[src/rtl/regfile_dump_reader_if.sv]
// Output stream of the register-file dump reader: one {index, value} entry
// per valid/ready handshake, with a flag marking the final index.
interface regfile_dump_reader_if #(
    parameter int ADDR_WIDTH = 5,
    parameter int DATA_WIDTH = 32
);
    logic                  out_valid;
    logic                  out_ready;
    logic [ADDR_WIDTH-1:0] out_addr;
    logic [DATA_WIDTH-1:0] out_data;
    logic                  out_last;

    // The dump reader produces entries.
    modport master (
        output out_valid, out_addr, out_data, out_last,
        input  out_ready
    );

    // The debug/trace consumer accepts entries.
    modport slave (
        input  out_valid, out_addr, out_data, out_last,
        output out_ready
    );
endinterface

[src/rtl/regfile_dump_reader.sv]
// Register-file dump reader: walks the dedicated combinational read port from
// index 0 to the last index and streams every {index, value} pair out over a
// valid/ready interface. A dump can be cancelled at any time with abort.
module regfile_dump_reader #(
    parameter int ADDR_WIDTH = 5,
    parameter int DATA_WIDTH = 32
) (
    input  logic                  clk,
    input  logic                  rst,
    input  logic                  start,
    input  logic                  abort,
    output logic [ADDR_WIDTH-1:0] rf_raddr,
    input  logic [DATA_WIDTH-1:0] rf_rdata,
    regfile_dump_reader_if.master dump,
    output logic                  busy,
    output logic                  done
);

    typedef enum logic [1:0] {
        IDLE = 2'd0,
        READ = 2'd1,
        SEND = 2'd2,
        DONE = 2'd3
    } state_t;

    localparam logic [ADDR_WIDTH-1:0] LAST_IDX = '1;

    state_t                state_q, state_d;
    logic [ADDR_WIDTH-1:0] idx_q, idx_d;
    logic                  valid_q, valid_d;
    logic [ADDR_WIDTH-1:0] addr_q, addr_d;
    logic [DATA_WIDTH-1:0] data_q, data_d;
    logic                  last_q, last_d;
    logic                  busy_d, done_d;
    logic                  handshake;

    assign handshake = valid_q && dump.out_ready;

    // Next-state and next-output decode for the dump walk.
    always_comb begin
        // NOTE: every variable gets a default first so no path leaves it
        // unassigned, which would otherwise infer a latch.
        state_d = state_q;
        idx_d   = idx_q;
        valid_d = valid_q;
        addr_d  = addr_q;
        data_d  = data_q;
        last_d  = last_q;

        unique case (state_q)
            IDLE: begin
                // A simultaneous abort suppresses the start request.
                if (start && !abort) begin
                    state_d = READ;
                    idx_d   = '0;
                end
            end
            READ: begin
                // Capture the read port now; a same-cycle writeback to this
                // index lands after the edge, so the old value is emitted.
                data_d  = rf_rdata;
                addr_d  = idx_q;
                last_d  = (idx_q == LAST_IDX);
                valid_d = 1'b1;
                state_d = SEND;
            end
            SEND: begin
                if (handshake) begin
                    valid_d = 1'b0;
                    if (last_q) begin
                        state_d = DONE;
                    end else begin
                        idx_d   = idx_q + ADDR_WIDTH'(1);
                        state_d = READ;
                    end
                end
            end
            DONE: begin
                state_d = IDLE;
                idx_d   = '0;
            end
            default: begin
                state_d = IDLE;
                idx_d   = '0;
            end
        endcase

        // Abort outranks everything, including a handshake in the same
        // cycle: that entry is treated as not delivered.
        if (abort && (state_q != IDLE)) begin
            state_d = IDLE;
            idx_d   = '0;
            valid_d = 1'b0;
            last_d  = 1'b0;
        end

        busy_d = (state_d != IDLE);
        done_d = (state_d == DONE);
    end

    // State and registered outputs; reset clears the dump immediately.
    always_ff @(posedge clk or posedge rst) begin
        if (rst) begin
            state_q <= IDLE;
            idx_q   <= '0;
            valid_q <= 1'b0;
            addr_q  <= '0;
            data_q  <= '0;
            last_q  <= 1'b0;
            busy    <= 1'b0;
            done    <= 1'b0;
        end else begin
            // NOTE: non-blocking assignments so every register samples the
            // pre-edge values regardless of statement order.
            state_q <= state_d;
            idx_q   <= idx_d;
            valid_q <= valid_d;
            addr_q  <= addr_d;
            data_q  <= data_d;
            last_q  <= last_d;
            busy    <= busy_d;
            done    <= done_d;
        end
    end

    // Read address is decoded straight from state/idx so the file returns
    // data for the current index within the READ cycle.
    always_comb begin
        rf_raddr = (state_q == IDLE) ? '0 : idx_q;
    end

    assign dump.out_valid = valid_q;
    assign dump.out_addr  = addr_q;
    assign dump.out_data  = data_q;
    assign dump.out_last  = last_q;

endmodule

[src/flat_wrapper.sv]
// flat-port wrapper written by rule: the top's interface ports become plain ports
module regfile_dump_reader_flat 
#(
    parameter int ADDR_WIDTH = 5,
    parameter int DATA_WIDTH = 32
)
  (clk, rst, start, abort, rf_raddr, rf_rdata, busy, done, dump_out_valid, dump_out_addr, dump_out_data, dump_out_last, dump_out_ready);
  regfile_dump_reader_if #(.ADDR_WIDTH(ADDR_WIDTH), .DATA_WIDTH(DATA_WIDTH)) dump_i ();
  input  logic clk;
  input  logic rst;
  input  logic start;
  input  logic abort;
  output logic [ADDR_WIDTH-1:0] rf_raddr;
  input  logic [DATA_WIDTH-1:0] rf_rdata;
  output logic busy;
  output logic done;
  output wire logic [$bits(dump_i.out_valid)-1:0] dump_out_valid;
  output wire logic [$bits(dump_i.out_addr)-1:0] dump_out_addr;
  output wire logic [$bits(dump_i.out_data)-1:0] dump_out_data;
  output wire logic [$bits(dump_i.out_last)-1:0] dump_out_last;
  input wire logic [$bits(dump_i.out_ready)-1:0] dump_out_ready;
  assign dump_out_valid = dump_i.out_valid;
  assign dump_out_addr = dump_i.out_addr;
  assign dump_out_data = dump_i.out_data;
  assign dump_out_last = dump_i.out_last;
  assign dump_i.out_ready = dump_out_ready;
  regfile_dump_reader #(.ADDR_WIDTH(ADDR_WIDTH), .DATA_WIDTH(DATA_WIDTH)) u_core (.clk(clk), .rst(rst), .start(start), .abort(abort), .rf_raddr(rf_raddr), .rf_rdata(rf_rdata), .dump(dump_i), .busy(busy), .done(done));
endmodule
[config.mk]
export PLATFORM = sky130hd
export DESIGN_NAME = regfile_dump_reader_flat
export DESIGN_NICKNAME = d
export VERILOG_FILES = /design/src/rtl/regfile_dump_reader_if.sv /design/src/rtl/regfile_dump_reader.sv /design/src/flat_wrapper.sv
export SDC_FILE = /design/constraint.sdc
export NUM_CORES = 1
export LEC_CHECK = 0
export CORE_MARGIN = 10
export CORE_UTILIZATION = 43
export CTS_BUF_LIST = sky130_fd_sc_hd__clkbuf_4 sky130_fd_sc_hd__clkbuf_8 sky130_fd_sc_hd__clkbuf_16
export DETAILED_ROUTE_END_ITERATION = 12
export PLACE_DENSITY = 0.79
export RECOVER_POWER = 25
export SLEW_MARGIN = 20
export SYNTH_ARGS = -nofsm -noshare
export SYNTH_HDL_FRONTEND = slang
export SYNTH_SLANG_ARGS = --single-unit
[constraint.sdc]
create_clock -name clk -period 2.06 [get_ports clk]
set_input_delay 0.309 -clock clk [delete_from_list [all_inputs] [get_ports clk]]
set_output_delay 0.309 -clock clk [all_outputs]
set_load 0.1 [all_outputs]
# Yosys cells after proc, flatten, opt, wreduce, memory -nomap -nowiden
# Index checks and enable logic that the tools add are counted.
[word_totals]
register_bits = 48
input_bits = 37
out_inout_bits = 46
wordCells = 45
[classes]
n_addsub = 1
n_eq_ne = 8
muxes = 16
reduce_logical = 12
[op_table]
columns = ["op", "n"]
rows = [
  ["5-bit two-way mux", 5],
  ["5-bit case mux with 3 select lines", 1],
  ["2-bit two-way mux", 4],
  ["2-bit case mux with 4 select lines", 1],
  ["2-bit equality test (second input constant)", 3],
  ["3-bit by 1-bit != test with 1-bit output (second input constant)", 2],
  ["2-bit nonzero test", 3],
  ["5-bit by 1-bit adder with 5-bit output (second input constant)", 1],
  ["5-bit equality test (second input constant)", 1],
  ["1-bit two-way mux", 4],
  ["4-bit AND reduction", 1],
  ["4-bit nonzero test", 1],
  ["1-bit logical AND", 3],
  ["3-bit != test (second input constant)", 1],
  ["3-bit nonzero test", 1],
  ["2-bit by 1-bit equality test with 1-bit output (second input constant)", 1],
  ["2-bit logical NOT", 1],
  ["1-bit case mux with 2 select lines", 1],
  ["2-bit AND reduction", 1],
  ["1-bit logical NOT", 1],
]

# Depth between registers and ports, before layout
[depth]
word_depth = 6
depth_mapped = 7
depth_no_buf = 6

# Worst setup path before layout
# No wires, ideal clock.
[synth_timing]
kind = "register -> output"
startpoint = "register u_core.state_q[1]"
endpoint = "output port rf_raddr[0]"
arrival_ns = 2.156
slack_ns = -0.405
path_stages_with_launch = 5
cell_sequence = "dfrtp_1 -> inv_1 -> ha_1 -> buf_6 -> nor2b_1"
[synth_between]
elab_chain_len = 2
[synth_lines]
columns = ["element", "line", "text"]
rows = [
  ["from (decl)", "regfile_dump_reader.sv:28", "state_t state_q, state_d;"],
  ["from (signal assigned)", "regfile_dump_reader.sv:115", "state_q <= state_d;"],
  ["2-bit logical NOT", "regfile_dump_reader.sv:129", "rf_raddr = (state_q == IDLE) ? '0 : idx_q;"],
  ["5-bit two-way mux", "regfile_dump_reader.sv:129", ""],
  ["to (decl)", "flat_wrapper.sv:13", "output logic [ADDR_WIDTH-1:0] rf_raddr;"],
]
# Every way passes these cells.

# Worst setup path in the final report
# Same ends and word-level chain as after synthesis.

==> results by group <==
Route
  • Amount of wire on met3 after detailed routing: 652 um
  • Number of nets with antenna violations after detailed routing: 0
  • Post-detailed-route DRC marker count: 0
  • Iteration-0 DRC Markers: 56
  • Amount of wire on met2 after detailed routing: 2212 um
  • Uppermost layer routed: met4
  • Via total after detailed routing: 1,451
  • Routed length on met1: 1871 um
  • Drt pass-1 iters: 3
  • Avg WL per Cell: 16.68 um
  • Detailed Route WL: 4754 um
  • Detailed-route vias per instance: 5.091

Clocking
  • Maximum root-to-sink buffer count: 2
  • CTS Buf Count: 5
  • Clock transition at path regs: 0.08 ns
  • Later-pin clock latency in the skew report: 0.28 ns
  • Buffer cell driving the clock tree root: sky130_fd_sc_hd__clkbuf_8
  • Clk sinks: 48
  • Clock tree from TritonCTS: done
  • Number of levels in the clock H-tree: 2

Critical path
  • Capturing point of the worst reg2reg path: u_core.idx_q[0]$_DFFE_PP0P_
  • R2R setup slack: 0.14 ns
  • Critical-path maximum fanout: 10
  • Critical Setup Path Class: reg -> out
  • Cell depth of the worst flop-to-flop path: 6
  • CP max-delay cell: sky130_fd_sc_hd__dfrtp_1
  • CP Cell Sequence: inv_1, ha_1, nor2b_1, buf_12
  • Req. time, crit path: 1.75 ns
  • Arrival time at the worst endpoint: 1.65 ns
  • Origin of the critical flop-to-flop path: u_core.state_q[1]$_DFF_PP0_
  • Startpoint kind of the worst setup timing path: flip-flop
  • Type of destination of the critical path: output port
  • Maximum single-stage delay on the critical path: 0.46 ns

Synth
  • Number of synthesis warnings: 0
  • Synth Instances: 146
  • Synthesized Nets: 190
  • XOR/XNOR share of the synthesized area: 0%
  • Cell taking the most area after synthesis: sky130_fd_sc_hd__dfrtp_1
  • Synth Area in Compound Gates: 5.200%
  • Simple-gate share of the synthesized area: 8.343%
  • Mapped Area: 2069 um2
  • Largest family of logic cells by synthesized area: multiplexers
  • Synthesized area per cell: 14.17 um2
  • Count of distinct cell types in the synthesized netlist: 30
  • Yosys top cell area share: 58.04%
  • Synthesis-stage register bit count: 48
  • Register area share after synthesis: 58.04%
  • Leading post-synthesis cells by cell area: sky130_fd_sc_hd__dfrtp_1 (58%), sky130_fd_sc_hd__mux2_2 (21%), sky130_fd_sc_hd__ha_1 (4.2%), sky130_fd_sc_hd__nor2b_1 (1.8%), sky130_fd_sc_hd__a22o_1 (1.7%)
  • Area share of fa/ha/maj cells after synthesis: 4.232%
  • Share of synthesized area spent on multiplexers: 21.64%

Final layout
  • Leading cell types in the layout, fill and taps excluded: sky130_fd_sc_hd__dfrtp_1 (48), sky130_fd_sc_hd__buf_4 (42), sky130_fd_sc_hd__mux2_2 (38)
  • N_diodes: 0
  • Relative area change from synthesis to final layout: 43.95%
  • Leading cell type in the layout, fill and taps excluded: sky130_fd_sc_hd__dfrtp_1
  • Fraction of layout instances using a drive strength above 1: 41.99%
  • Finished Layout Cells: 285
  • Net total in the final layout: 277

Place
  • Global placer's final weighted congestion: 0.9123
  • HPWL reported at the end of detailed placement: 3776 um
  • Placed cell count: 280
  • Count of input and output buffers: 82

Worst hold path
  • Worst hold path endpoint: u_core.dump.out_addr[3]$_DFFE_PP0N_
  • Hold Crit Depth: 1
  • Hold path startpoint: u_core.dump.out_addr[3]$_DFFE_PP0N_
  • Hold/Removal Path Class: reg -> reg

STA
  • Post-layout min period: 1.961 ns
  • Worst clock skew: 0.003642 ns
  • Final number of max-transition violations: 0
  • Maximum operating frequency: 509.9 MHz
  • Pin slew with the least headroom to its limit: 0.7546 ns
  • Setup repair after global routing missed its margin: true
  • Final clock period utilization by the worst path: 95.20%
  • Final Hold Vio Count: 0
  • Final setup viols: 0
  • Worst slew margin relative to its limit: 49.69%

GRT
  • Vias in the first global route: 1,635
  • Pin count of the biggest net entering global routing: 32
  • Remaining global-route overflow: 0
  • Global router's overall resource usage: 12.57%
  • Global-route wire length before repair: 7859 um
  • Initial antenna violation count: 0

Floorplanning
  • Die W: 89.38 um
  • # IOs: 83
  • DIE AREA: 7988 um2
  • Site Rows: 25
  • Std-Cell Core Area: 4692 um2
  • Die Span Y: 89.38 um
  • Initial Utilization: 44.11%

Job
  • Number of max-cap violations: 0

Status
  • Result of the run: finished clean
## state kept, by name (all words and copies together), names as in the netlist
| signal | cells |
|---|---|
| u_core.busy | 1 |
| u_core.done | 1 |
| u_core.dump.out_addr | 5 |
| u_core.dump.out_data | 32 |
| u_core.dump.out_last | 1 |
| u_core.dump.out_valid | 1 |
| u_core.idx_q | 5 |
| u_core.state_q | 2 |
## through the flow
| step | worst slack (ns) | utilization, % | area [um2] | setup TNS, ns | hold WS (ns) |
|---|---|---|---|---|---|
| detailed placement | 0.1743 | 62.35 | 2925 | 0 | 0.4969 |
| finish | 0.09881 | 63.49 | 2979 | 0 | 0.5109 |
| global placement | 0.2331 | 62.35 | 2925 | 0 | 0.4917 |
| CTS | 0.06751 | 63.81 | 2994 | 0 | 0.3272 |
| floorplan | -0.4046 | - | 2069 | -2.023 | 0.4607 |
| global route | -0.005693 | 63.49 | 2979 | -0.005693 | 0.5317 |
## critical path, delay by kind of cell, from the launching register on
kind / cells / cell delay [ns]
adders and majority gates: 1 / 0.32
buffers and inverters: 2 / 0.32
DFF: 1 / 0.46
and+or+nand+nor: 1 / 0.26
## worst max path at each step
stage	to	from
floorplan	rf_raddr[0]	u_core.state_q[1]$_DFF_PP0_
global placement	u_core.idx_q[0]$_DFFE_PP0P_	u_core.state_q[1]$_DFF_PP0_
detailed placement	u_core.idx_q[0]$_DFFE_PP0P_	u_core.state_q[1]$_DFF_PP0_
CTS	rf_raddr[0]	u_core.state_q[1]$_DFF_PP0_
global route	rf_raddr[0]	u_core.state_q[0]$_DFF_PP0_
finish	rf_raddr[0]	u_core.state_q[1]$_DFF_PP0_
## logic make-up after synthesis
| group | after synthesis |
|---|---|
| DFF | 48 |
| muxes | 40 |
| and+or+nand+nor | 25 |
| AOI/OAI and AO/OA | 15 |
| buffers and inverters | 11 |
| adders and majority gates | 7 |
## routing by layer
metal / track usage [%] / vias to the layer above
li1: - / 684
met1: 13.74 / 711
met2: 19.80 / 54
met3: 7.840 / 2
met4: 3.757 / 0
met5: 0 / -
## cell type report
type                            instances  area (um2)
Fill cell                             390        1713
Tap cell                               54       67.56
Inverter                                6       22.52
Multi-Input combinational cell         87       818.3
Sequential cell                        48        1201
Timing Repair Buffer                   85       800.8
Clock buffer                            5       68.82
## cell usage after synthesis
master / instances
sky130_fd_sc_hd__a21o_1: 2
sky130_fd_sc_hd__a21oi_1: 2
sky130_fd_sc_hd__a22o_1: 4
sky130_fd_sc_hd__a22oi_1: 1
sky130_fd_sc_hd__a2bb2oi_1: 1
sky130_fd_sc_hd__a32oi_1: 1
sky130_fd_sc_hd__and2_1: 1
sky130_fd_sc_hd__and3_1: 1
sky130_fd_sc_hd__and3b_1: 1
sky130_fd_sc_hd__and4_1: 1
sky130_fd_sc_hd__buf_2: 3
sky130_fd_sc_hd__buf_6: 1
sky130_fd_sc_hd__clkbuf_1: 1
sky130_fd_sc_hd__dfrtp_1: 48
sky130_fd_sc_hd__ha_1: 7
sky130_fd_sc_hd__inv_1: 6
sky130_fd_sc_hd__mux2_2: 38
sky130_fd_sc_hd__mux2i_1: 2
sky130_fd_sc_hd__nand2_1: 5
sky130_fd_sc_hd__nand2b_1: 1
sky130_fd_sc_hd__nand2b_4: 1
sky130_fd_sc_hd__nor2_1: 4
sky130_fd_sc_hd__nor2b_1: 6
sky130_fd_sc_hd__nor2b_2: 1
sky130_fd_sc_hd__nor4_2: 1
sky130_fd_sc_hd__nor4_4: 1
sky130_fd_sc_hd__nor4b_1: 1
sky130_fd_sc_hd__o21a_1: 1
sky130_fd_sc_hd__o21ai_0: 2
sky130_fd_sc_hd__o21ai_1: 1
## what timing repair did
action                     4_1_cts  5_1_grt
buffers inserted                 0        0
setup endpoints to repair        0        1
gates resized for setup          0        0
hold buffers                     0        0
Power is not shown: default switching activity piles up to over one toggle a cycle in this logic, so the estimate is an artifact.
